File: src/rtl/uart_pkg.sv
// Shared UART definitions: frame geometry, TX state encoding and a frame builder.
package uart_pkg;

  localparam int unsigned FRAME_W   = 10;
  localparam logic        START_BIT = 1'b0;
  localparam logic        STOP_BIT  = 1'b1;

  typedef enum logic [1:0] {
    IDLE,
    SHIFT,
    GAP
  } tx_state_t;

  function automatic logic [FRAME_W-1:0] make_frame(input logic [7:0] data);
    return {STOP_BIT, data, START_BIT};
  endfunction

endpackage

File: src/rtl/baud_tick.sv
// Bit-period counter: free-runs while clr is low and pulses tick on the last cycle of each bit.
module baud_tick #(
  parameter int unsigned CLKS_PER_BIT = 5208
) (
  input  logic clk,
  input  logic reset,
  input  logic clr,
  output logic tick
);

  localparam int unsigned CntW = $clog2(CLKS_PER_BIT);
  localparam logic [CntW-1:0] CntLast = CntW'(CLKS_PER_BIT - 1);

  logic [CntW-1:0] cnt_q, cnt_d;

  assign tick = !clr && (cnt_q == CntLast);

  always_comb begin
    cnt_d = cnt_q + CntW'(1);
    if (clr || tick) begin
      cnt_d = '0;
    end
  end

  always_ff @(posedge clk) begin
    if (reset) begin
      cnt_q <= '0;
    end else begin
      cnt_q <= cnt_d;
    end
  end

endmodule

File: src/rtl/uart_frame_tx.sv
// Pops pre-formatted 10-bit UART frames over ready/valid and shifts them out LSB first on txd.
module uart_frame_tx
  import uart_pkg::*;
#(
  parameter int unsigned CLKS_PER_BIT = 5208,
  parameter int unsigned GAP_BITS     = 0
) (
  input  logic               clk,
  input  logic               reset,
  input  logic               ivalid,
  output logic               iready,
  input  logic [FRAME_W-1:0] idata,
  output logic               txd,
  output logic               busy,
  output logic               frame_err
);

  localparam int unsigned GapW    = $clog2(15 * CLKS_PER_BIT);
  localparam int unsigned GapLast = (GAP_BITS > 0) ? GAP_BITS * CLKS_PER_BIT - 1 : 0;

  tx_state_t          state_q, state_d;
  logic [FRAME_W-1:0] shreg_q, shreg_d;
  logic [3:0]         bit_idx_q, bit_idx_d;
  logic [GapW-1:0]    gap_cnt_q, gap_cnt_d;
  logic               frame_err_q, frame_err_d;
  logic               bit_tick;
  logic               accept;
  logic               frame_ok;

  baud_tick #(
    .CLKS_PER_BIT(CLKS_PER_BIT)
  ) u_baud_tick (
    .clk  (clk),
    .reset(reset),
    .clr  (state_q != SHIFT),
    .tick (bit_tick)
  );

  assign iready    = (state_q == IDLE) && !reset;
  assign accept    = ivalid && iready;
  assign frame_ok  = (idata[0] == START_BIT) && (idata[FRAME_W-1] == STOP_BIT);
  // The shift register idles at all ones, so its LSB doubles as the registered line.
  assign txd       = shreg_q[0];
  assign busy      = (state_q != IDLE);
  assign frame_err = frame_err_q;

  always_comb begin
    state_d     = state_q;
    shreg_d     = shreg_q;
    bit_idx_d   = bit_idx_q;
    gap_cnt_d   = gap_cnt_q;
    frame_err_d = 1'b0;
    unique case (state_q)
      IDLE: begin
        if (accept) begin
          if (frame_ok) begin
            shreg_d   = idata;
            bit_idx_d = '0;
            state_d   = SHIFT;
          end else begin
            frame_err_d = 1'b1;
          end
        end
      end
      SHIFT: begin
        if (bit_tick) begin
          shreg_d = {1'b1, shreg_q[FRAME_W-1:1]};
          if (bit_idx_q == 4'(FRAME_W - 1)) begin
            bit_idx_d = '0;
            gap_cnt_d = '0;
            state_d   = (GAP_BITS > 0) ? GAP : IDLE;
          end else begin
            bit_idx_d = bit_idx_q + 4'd1;
          end
        end
      end
      GAP: begin
        if (gap_cnt_q == GapW'(GapLast)) begin
          gap_cnt_d = '0;
          state_d   = IDLE;
        end else begin
          gap_cnt_d = gap_cnt_q + GapW'(1);
        end
      end
      default: state_d = IDLE;
    endcase
  end

  always_ff @(posedge clk) begin
    if (reset) begin
      state_q     <= IDLE;
      shreg_q     <= '1;
      bit_idx_q   <= '0;
      gap_cnt_q   <= '0;
      frame_err_q <= 1'b0;
    end else begin
      state_q     <= state_d;
      shreg_q     <= shreg_d;
      bit_idx_q   <= bit_idx_d;
      gap_cnt_q   <= gap_cnt_d;
      frame_err_q <= frame_err_d;
    end
  end

endmodule

File: config.mk
export PLATFORM = sky130hd
export DESIGN_NAME = uart_frame_tx
export DESIGN_NICKNAME = d
export VERILOG_FILES = /design/src/rtl/uart_pkg.sv /design/src/rtl/baud_tick.sv /design/src/rtl/uart_frame_tx.sv
export SDC_FILE = /design/constraint.sdc
export NUM_CORES = 1
export LEC_CHECK = 0
export ABC_CLOCK_PERIOD_IN_PS = 2100
export BUFFER_PORTS_ARGS = -buffer_cell sky130_fd_sc_hd__buf_2
export CAP_MARGIN = 15
export CORE_MARGIN = 1.5
export CORE_UTILIZATION = 50
export CTS_CLUSTER_SIZE = 10
export DETAILED_ROUTE_END_ITERATION = 8
export PLACE_DENSITY = 0.73
export SYNTH_ARGS = -nofsm -noshare
export SYNTH_HDL_FRONTEND = slang
export SYNTH_SLANG_ARGS = --single-unit
export TNS_END_PERCENT = 5
File: constraint.sdc
create_clock -name clk -period 2.1 [get_ports clk]
set_input_delay 0.105 -clock clk [delete_from_list [all_inputs] [get_ports clk]]
set_output_delay 0.105 -clock clk [all_outputs]
set_load 0.02 [all_outputs]
==> metrics.yaml, run 1 <==
cp_slowest_stage_delay_ps: 390
antenna_found_initial: 0
hold_depth: 3
ios: 17
vias: 1105
clk_latency_ps: 330
row_count: 19
path_cells: "ha_1 > and4b_4 > nand4_4 > nand2_4 > mux2_2"
synth.area.top_cells: "dfxtp_1, nor2_1, mux2i_1"
pre_cts_slack_ps: 349
hpwl_mm: 1.92
cp_slowest_cell: "dfxtp_1"
clkPwrFrac_pct: 42.8
gp_congestion: 0.769
hold_end: "frame_err$_SDFF_PP0_"
worst_slew_pin_slew_ps: 431
wl_per_cell_um: 12.7
drtPass1Iterations: 6
drt_wl_total_mm: 2.62
synthDistinctLibCells: 40
endpoint_kind: "flop"
viasPerCell: 5.36
startpoint_type: "flop"
postRouteAntennaNets: 0
drive_gt1_share_pct: 25.7
filler_cell_count: 255
clock-sinks: 29
drc_errors: 2
max_slew_margin_pct: 71.3
hold_class: "primary input to flop"
n_antenna_cell: 0
clk_pin_slew_ps: 90
fin_nets: 190
p_per_area_nw_per_um2: 683
arrival_ps: 2000
rsz0062_at_grt: "false"
synthCells: 158
tns_ps: 0
timing.final.crit_share_pct: 84.4
synth_edf_count: 0
async_flop_share_pct: 0
reg2reg_to: "bit_idx_q[1]$_SDFFE_PP0P_"
rr_worst_depth: 5
worst_slack_ps: 328
yosys.area.top_type_share_pct: 38.7
drtIter0Drc: 32
total_power_uw: 1110
synthFlopType: "dfxtp_1"
path_depth: 5
core-area_um2: 2810
leakage_uw: 0.000602
fin_crit_ps: 1770
finClkSkew_ps: 7.09
grt_pass1_vias: 1040
cts_tree: "built"
maxCapViolations: 0
clock_path_buffers: 2
seqPwrFrac_pct: 50.5
r2r_start: "u_baud_tick.cnt_q[0]$_SDFF_PP0_"
grt_usage_pct: 17.5
syn_avg_cell_area_um2: 9.50
grt_max_degree: 28
status: "complete, but fails checks"
synth_top_area_cell: "dfxtp_1"
violations: "DRC"
synth_fp_nets: 174
grt-ovfl-total: 0
switching_share_pct: 21.2
ir_worst_vdd_v: 0.000505
cts_resized: 0
port-buffer-count: 16
grt_pass1_wl_mm: 4.42
report.final.slew_viol_count: 0
post-cts-setup-buffer-count: 0
path_delay_family: "simple AND/OR/NAND/NOR gates"
ys_ff_latch: 29
synth_area_um2: 1500
pwr-share-comb_pct: 6.7
setup_viol: 0
ys_warn_count: 0
start_util_pct: 53.5
required_ps: 2320
min_from: "ivalid"
reg2reg_slack_ps: 330
power.internal_uw: 876
clock-root-buffer: "clkbuf_4"
die_height_um: 57.8
yosysSeqAreaShare_pct: 38.7
fmax_ghz: 0.564
finalHoldViolCount: 0
dieArea_um2: 3340
numCtsBuffers: 5
netSwitchingPower_uw: 236
ff_latch_area_um2: 581
crit_buf_inv: 0
cp_max_fo: 13
area_delta_synth_final_pct: 8.50
multi_input_area_um2: 826
postCtsHoldBufs: 0
dieWidth_um: 57.8
worstSetupPathType: "flop to flop"
htreeDepth: 2
-- state kept, by name, indices dropped and copies added (netlist names) --
| register | count |
|---|---|
| bit_idx_q | 4 |
| frame_err | 1 |
| shreg_q | 10 |
| state_q | 1 |
| u_baud_tick.cnt_q | 13 |
-- power groups by stage --
stage,Clock [uW],Sequential (uW),Combinational (uW)
after global placement,0,574,72.8
after floorplan,0,577,57.8
after detailed placement,0,574,74.7
after CTS,494,561,75.1
final,476,561,74.6
after global routing,517,563,81.9
-- routing by layer --
layer	routed length [um]	track usage, %	vias to the layer above
met1	1280	22.7	499
met3	120	6.03	6
met2	1160	26.0	19
li1	-	-	581
met4	56	8.97	0
met5	0	0	-
-- worst max path at each step --
| stage | end | from |
|---|---|---|
| 2_1_floorplan | bit_idx_q[1]$_SDFFE_PP0P_ | state_q[0]$_SDFFE_PP0P_ |
| 3_3_place_gp | bit_idx_q[1]$_SDFFE_PP0P_ | u_baud_tick.cnt_q[0]$_SDFF_PP0_ |
| 3_5_place_dp | bit_idx_q[1]$_SDFFE_PP0P_ | u_baud_tick.cnt_q[0]$_SDFF_PP0_ |
| 4_1_cts | bit_idx_q[1]$_SDFFE_PP0P_ | u_baud_tick.cnt_q[0]$_SDFF_PP0_ |
| 5_1_grt | bit_idx_q[1]$_SDFFE_PP0P_ | u_baud_tick.cnt_q[0]$_SDFF_PP0_ |
| 6_report | bit_idx_q[1]$_SDFFE_PP0P_ | u_baud_tick.cnt_q[0]$_SDFF_PP0_ |
-- final cells by class --
cell class | instances | share of cell area [%]
well taps | 31 | 2.38
clock inverters | 1 | 1.84
flip-flops and latches | 29 | 35.6
clock buffers | 7 | 3.38
multi-input cells | 118 | 50.7
inverters | 3 | 0.691
repair buffers | 17 | 5.38
-- layout by cell type, fill, tap and decap left out, types with 3 or more instances in the layout --
cell and n:
dfxtp_1 29, nor2_1 28, buf_2 16, and2b_2 10, mux2i_1 10, a211oi_1 9, nand3_1 8, xnor2_1 7
nand2_1 6, nor3_1 5, clkbuf_4 5, xor2_1 4, inv_1 3, nand2b_1 3, ha_1 3
-- synthesized netlist by cell type, drive strengths merged (2+ instances only) --
library cell / number
dfxtp: 29
nor2: 28
and2b: 10
mux2i: 10
a211oi: 9
nand3: 8
nand2: 7
xnor2: 7
clkbuf: 5
nor3: 5
xor2: 4
and3: 3
ha: 3
inv: 3
nand2b: 3
nand4: 3
o21ai: 3
a21oi: 2
buf: 2
nor2b: 2
-- cell families after synthesis --
family,Yosys count,share of synthesized area [%]
mux,11,7.42
xor+xnor,11,6.42
buf+inv,11,6.33
simple gates,77,31.2
compound gates,16,7.50
flops,29,38.7
fa+ha+maj,3,2.50
-- tightest hold or removal path, stage by stage --
cell and delay [ps]:
buf_2 110, nand2_1 50, nor2_1 40
-- metrics by stage --
step / utilization (%) / cell area [um2] / hold WS, ps / instances
2_1_floorplan: - / 1500 / 219 / 158
3_3_place_gp: 55.0 / 1540 / 363 / 198
3_5_place_dp: 55.0 / 1540 / 370 / 198
4_1_cts: 58.1 / 1630 / 4.78 / 206
5_1_grt: 58.1 / 1630 / 4.81 / 206
6_report: 58.1 / 1630 / 21.5 / 206
Note: power is estimated with default switching activity, not from simulation.
==> run 2: changes to the inputs <==
--- a/config.mk
+++ b/config.mk
@@ -5,14 +5,14 @@
 export SDC_FILE = /design/constraint.sdc
 export NUM_CORES = 1
 export LEC_CHECK = 0
-export ABC_CLOCK_PERIOD_IN_PS = 2100
+export ABC_CLOCK_PERIOD_IN_PS = 1600
 export BUFFER_PORTS_ARGS = -buffer_cell sky130_fd_sc_hd__buf_2
 export CAP_MARGIN = 15
 export CORE_MARGIN = 1.5
 export CORE_UTILIZATION = 50
 export CTS_CLUSTER_SIZE = 10
 export DETAILED_ROUTE_END_ITERATION = 8
-export PLACE_DENSITY = 0.73
+export PLACE_DENSITY = 0.76
 export SYNTH_ARGS = -nofsm -noshare
 export SYNTH_HDL_FRONTEND = slang
 export SYNTH_SLANG_ARGS = --single-unit
==> constraint.sdc (replaced) <==
create_clock -name clk -period 1.6 [get_ports clk]
set_input_delay 0.08 -clock clk [delete_from_list [all_inputs] [get_ports clk]]
set_output_delay 0.08 -clock clk [all_outputs]
set_load 0.02 [all_outputs]
==> run 2 against run 1 <==
Effect of this change: the run now ends clean; die area did not move; flip-flop and latch count did not move; wire length is 6.7% higher; maximum frequency is 17% higher; sequential share of layout area shrank 0.88 points; core utilization grew 1.6 points; global-route usage rose by 1.2 points; design area up 2.8%; critical endpoint unchanged; clock power decreased by 6.5%; first-iteration DRC count is the same.
==> metrics.yaml, run 2 (synthesis gave the netlist of run 1 again) <==
status: "finished clean"
reg2reg_to: "bit_idx_q[1]$_SDFFE_PP0P_"
row_count: 19  # unchanged
cp_max_fo: 5  # -8
core-area_um2: 2810  # unchanged
wl_per_cell_um: 13.1  # +2.7%
antenna_found_initial: 0  # unchanged
grt_pass1_vias: 1149  # +10%
crit_buf_inv: 0  # unchanged
postCtsHoldBufs: 0  # unchanged
clock_path_buffers: 2  # unchanged
drive_gt1_share_pct: 30.1  # +4.3 points
maxCapViolations: 0  # unchanged
report.final.slew_viol_count: 0  # unchanged
fmax_ghz: 0.660  # +17%
grt_max_degree: 23  # -18%
reg2reg_slack_ps: 80  # -240 ps
grt_pass1_wl_mm: 4.79  # +8.4%
finalHoldViolCount: 0  # unchanged
clk_pin_slew_ps: 90  # about the same
start_util_pct: 53.5  # unchanged
reg_top3: "u_baud_tick.cnt_q: 13 flops, shreg_q: 10 flops, bit_idx_q: 4 flops"
cp_slowest_stage_delay_ps: 360  # -30 ps
postRouteAntennaNets: 0  # unchanged
hpwl_mm: 2.14  # +12%
ios: 17  # unchanged
top_register: "u_baud_tick.cnt_q"
n_antenna_cell: 0  # unchanged
htreeDepth: 2  # unchanged
drtPass1Iterations: 4  # -2
worstSetupPathType: "flop to flop"
path_delay_family: "simple AND/OR/NAND/NOR gates"
clk_latency_ps: 330  # about the same
cp_slowest_cell: "dfxtp_1"
leakage_uw: 0.000637  # +5.9%
max_slew_margin_pct: 74.8  # +3.5 points
endpoint_kind: "flop"
largest_reg_flops: 13  # unchanged
fin_crit_ps: 1520  # -257 ps
fin_nets: 199  # +4.7%
path_cells: "ha_1 > and4b_4 > nand4_4 > nand2_4 > mux2_2"
drc_errors: 0  # -2
cts_tree: "built"
grt_usage_pct: 18.8  # +1.2 points
grt-ovfl-total: 0  # unchanged
filler_cell_count: 257  # +0.78%
crit_start: "u_baud_tick.cnt_q[1]$_SDFF_PP0_"
tns_ps: 0  # unchanged
layout_commonest_cell: "dfxtp_1"
layout_common_cells: "dfxtp_1, nor2_1, buf_2"
port-buffer-count: 16  # unchanged
vias: 1176  # +6.4%
whs_ps: 17.9  # -3.62 ps
r2r_start: "u_baud_tick.cnt_q[1]$_SDFF_PP0_"
p_per_area_nw_per_um2: 770  # +13%
arrival_ps: 1730  # -270 ps
worst_slew_pin_slew_ps: 377  # -54.0 ps
required_ps: 1820  # -500 ps
dieArea_um2: 3340  # unchanged
hold_depth: 3  # unchanged
drt_wl_total_mm: 2.79  # +6.7%
area_delta_synth_final_pct: 11.5
clock-sinks: 29  # unchanged
hold_class: "primary input to flop"
ir_worst_vdd_v: 0.000412  # -18%
hold_end: "frame_err$_SDFF_PP0_"
drtIter0Drc: 32  # unchanged
total_power_uw: 1290  # +16%
dp_cells: 206  # +4.0%
clock-root-buffer: "clkbuf_4"
gp_congestion: 0.824  # +7.1%
startpoint_type: "flop"
fin_cells: 214  # +3.9%
rr_worst_depth: 5  # unchanged
min_from: "ivalid"
numCtsBuffers: 5  # unchanged
finClkSkew_ps: 10.0  # +2.92 ps
setup_viol: 0  # unchanged
timing.final.crit_share_pct: 94.7  # +10 points
die_height_um: 57.8  # unchanged
dieWidth_um: 57.8  # unchanged
viasPerCell: 5.50  # +2.4%
-- run 2: how the worst max path moves through the flow --
stage / to / slack (ps) / cells past startpoint
final: bit_idx_q[1]$_SDFFE_PP0P_ / 80 / 5
after CTS: bit_idx_q[3]$_SDFFE_PP0P_ / 9 / 6
after floorplan: bit_idx_q[1]$_SDFFE_PP0P_ / 70 / 5
after detailed placement: shreg_q[0]$_SDFFE_PP1P_ / 20 / 6
after global routing: bit_idx_q[3]$_SDFFE_PP0P_ / -5 / 6
after global placement: bit_idx_q[1]$_SDFFE_PP0P_ / 110 / 5
-- run 2: report_power, final --
part | switching, uW | leakage [uW] | internal (uW) | total (uW)
registers | 7.17 | 0.000235 | 731 | 738
clock network | 238 | 0.0000314 | 207 | 445
logic | 53.5 | 0.000371 | 53.1 | 107
-- run 2: final cells by class --
class	count	area (um2)	area share (%)
Multi-Input combinational cell	118	828	49.5
Sequential cell	29	582	34.8
Timing Repair Buffer	26	159	9.49
Clock buffer	7	55.1	3.29
Tap cell	31	38.8	2.32
Inverter	3	11.3	0.673
-- run 2: worst min-delay path, delay by kind of cell --
kind	cells	cell delay (ps)
buffers and inverters	1	120
AND/OR/NAND/NOR	2	100
-- run 2: stage by stage --
stage / cell area [um2] / worst slack, ps / utilization (%)
global route: 1670 / -4.53 / 59.7
finish: 1670 / 84.4 / 59.7
CTS: 1660 / 8.81 / 59.2
global placement: 1610 / 107 / 57.3
detailed placement: 1610 / 24.6 / 57.3
floorplan: 1500 / 71.4 / -
-- run 2: repair_timing --
action,in CTS,in global routing
endpoints found under the setup margin,0,9
endpoints found under the hold margin,0,0
setup buffers,0,1
gates resized for setup,0,2
-- run 2: layer usage --
metal	global-route usage [%]	part of all wire (%)
met1	22.1	44
met2	30.7	48
met3	6.25	5.8
met4	9.30	2.0
met5	0	0
==> run 3: changes to the inputs <==
--- a/config.mk
+++ b/config.mk
@@ -5,14 +5,14 @@
 export SDC_FILE = /design/constraint.sdc
 export NUM_CORES = 1
 export LEC_CHECK = 0
-export ABC_CLOCK_PERIOD_IN_PS = 1600
+export ABC_CLOCK_PERIOD_IN_PS = 1620
 export BUFFER_PORTS_ARGS = -buffer_cell sky130_fd_sc_hd__buf_2
 export CAP_MARGIN = 15
 export CORE_MARGIN = 1.5
 export CORE_UTILIZATION = 50
 export CTS_CLUSTER_SIZE = 10
 export DETAILED_ROUTE_END_ITERATION = 8
-export PLACE_DENSITY = 0.76
+export PLACE_DENSITY = 0.73
 export SYNTH_ARGS = -nofsm -noshare
 export SYNTH_HDL_FRONTEND = slang
 export SYNTH_SLANG_ARGS = --single-unit
==> constraint.sdc (replaced) <==
create_clock -name clk -period 1.62 [get_ports clk]
set_input_delay 0.081 -clock clk [delete_from_list [all_inputs] [get_ports clk]]
set_output_delay 0.081 -clock clk [all_outputs]
set_load 0.02 [all_outputs]
==> run 3 against run 2 <==
Effect of this change: power down 1.2%; non-clock buffer count up 2; largest power group unchanged; sequential power down 1%; sequential share of layout area down 0.31 points.
==> metrics.yaml, run 3 (synthesis gave the netlist of run 1 again) <==
status: "finished clean"
viasPerCell: 5.35  # -2.6%
clkPwrFrac_pct: 34.3  # -0.2 points
rsz0062_at_grt: "false"
power.internal_uw: 980  # -1.1%
die_height_um: 57.8  # unchanged
maxCapViolations: 0  # unchanged
dieArea_um2: 3340  # unchanged
fin_nets: 201  # +1.0%
endpoint_kind: "flop"
dieWidth_um: 57.8  # unchanged
worstSetupPathType: "flop to flop"
reg_top3: "u_baud_tick.cnt_q: 13 flops, shreg_q: 10 flops, bit_idx_q: 4 flops"
layout_common_cells: "nor2_1, dfxtp_1, buf_2"
drt_wl_total_mm: 2.84  # +1.6%
cp_max_fo: 6  # +1
finClkSkew_ps: 9.50  # -0.514 ps
n_antenna_cell: 0  # unchanged
clk_pin_slew_ps: 80  # about the same
hpwl_mm: 2.11  # -1.6%
setup_viol: 0  # unchanged
switching_share_pct: 23.1  # -0.093 points
area_delta_synth_final_pct: 12.7
worst_slew_pin_slew_ps: 402  # +25.2 ps
port-buffer-count: 16  # unchanged
cts_tree: "built"
drtPass1Iterations: 4  # unchanged
row_count: 19  # unchanged
numCtsBuffers: 5  # unchanged
start_util_pct: 53.5  # unchanged
total_power_uw: 1270  # -1.2%
grt_pass1_vias: 1120  # -2.5%
antenna_found_initial: 0  # unchanged
timing.final.crit_share_pct: 94.0  # -0.68 points
grt-ovfl-total: 0  # unchanged
finalHoldViolCount: 0  # unchanged
clk_latency_ps: 330  # about the same
grt_max_degree: 15  # -35%
drive_gt1_share_pct: 30.8  # +0.76 points
pwr-share-comb_pct: 8.4  # about the same
fin_util_pct: 60.3  # +0.67 points
fin_crit_ps: 1520  # +7.90 ps
ir_worst_vdd_v: 0.000557  # +35%
required_ps: 1880  # +60 ps
largest_reg_flops: 13  # unchanged
clock-sinks: 29  # unchanged
pre_cts_slack_ps: 40.7  # +16.1 ps
fmax_ghz: 0.656  # -0.52%
clock-root-buffer: "clkbuf_4"
arrival_ps: 1790  # +60 ps
max_slew_margin_pct: 73.2  # -1.7 points
leakage_uw: 0.000647  # +1.6%
drc_errors: 0  # unchanged
hold_class: "primary input to flop"
startpoint_type: "flop"
report.final.slew_viol_count: 0  # unchanged
seqPwrFrac_pct: 57.3  # about the same
clock_path_buffers: 2  # unchanged
wl_per_cell_um: 13.1  # +0.67%
dp_cells: 205  # -0.49%
netSwitchingPower_uw: 294  # -1.6%
vias: 1156  # -1.7%
p_per_area_nw_per_um2: 753  # -2.3%
core-area_um2: 2810  # unchanged
htreeDepth: 2  # unchanged
reg2reg_slack_ps: 100  # about the same
worst_slack_ps: 96.5  # +12.1 ps
tns_ps: 0  # unchanged
gp_congestion: 0.736  # -11%
top_register: "u_baud_tick.cnt_q"
grt_usage_pct: 18.4  # -0.36 points
grt_pass1_wl_mm: 4.66  # -2.7%
postRouteAntennaNets: 0  # unchanged
fin_cells: 216  # +0.93%
ios: 17  # unchanged
drtIter0Drc: 52  # +63%
-- run 3: cell types whose count changed in the layout (fill, tap and decap cells not counted), sizes merged --
cell | previous run | this run
buf | 26 | 27
dlygate4sd3 | 0 | 1
-- run 3: per-layer routing --
metal,vias up,share of wire [%],track usage [%]
li1,596,-,-
met1,537,46,22.3
met2,16,49,29.9
met3,7,2.7,4.69
met4,0,2.4,9.97
met5,-,0,0
-- run 3: layout make-up --
| cell class | instances | area (um2) |
|---|---|---|
| inverter | 3 | 11.3 |
| fill | 249 | 1110 |
| multi-input combinational | 118 | 828 |
| tap | 31 | 38.8 |
| sequential | 29 | 583 |
| timing repair buffer | 28 | 176 |
| clock buffer | 7 | 55.1 |
-- run 3: path summary, 6_finish.rpt --
check	start	to	cells after the start
max	u_baud_tick.cnt_q[9]$_SDFF_PP0_	shreg_q[6]$_SDFFE_PP1P_	6
min	idata[9]	frame_err$_SDFF_PP0_	3
max reg2reg	u_baud_tick.cnt_q[9]$_SDFF_PP0_	shreg_q[6]$_SDFFE_PP1P_	6
min reg2reg	u_baud_tick.cnt_q[0]$_SDFF_PP0_	u_baud_tick.cnt_q[0]$_SDFF_PP0_	1
-- run 3: critical path: stages (launching register included) --
cell and delay, ps:
dfxtp_1 370, nor4b_4 360, nand4_4 180, nand2_4 160, buf_4 130, buf_4 100
mux2i_1 160
-- run 3: repair_timing --
action,in CTS,in global routing
gates resized for setup,0,3
setup endpoints to repair,0,8
hold buffers,1,0
setup buffers,0,3
hold endpoints to repair,1,0
-- run 3: power groups by stage --
stage                     Sequential (uW)  Combinational (uW)  Clock, uW
after floorplan                       748                75.5          0
after global placement                746                98.2          0
after detailed placement              747                 102          0
final                                 730                 107        437
after global routing                  732                 117        482
after CTS                             730                 104        447
-- run 3: metrics by stage --
| stage | hold WS (ps) | area, um2 |
|---|---|---|
| 3_3_place_gp | 342 | 1600 |
| 5_1_grt | 82.0 | 1690 |
| 2_1_floorplan | 195 | 1500 |
| 6_report | 78.0 | 1690 |
| 4_1_cts | 72.4 | 1660 |
| 3_5_place_dp | 342 | 1600 |
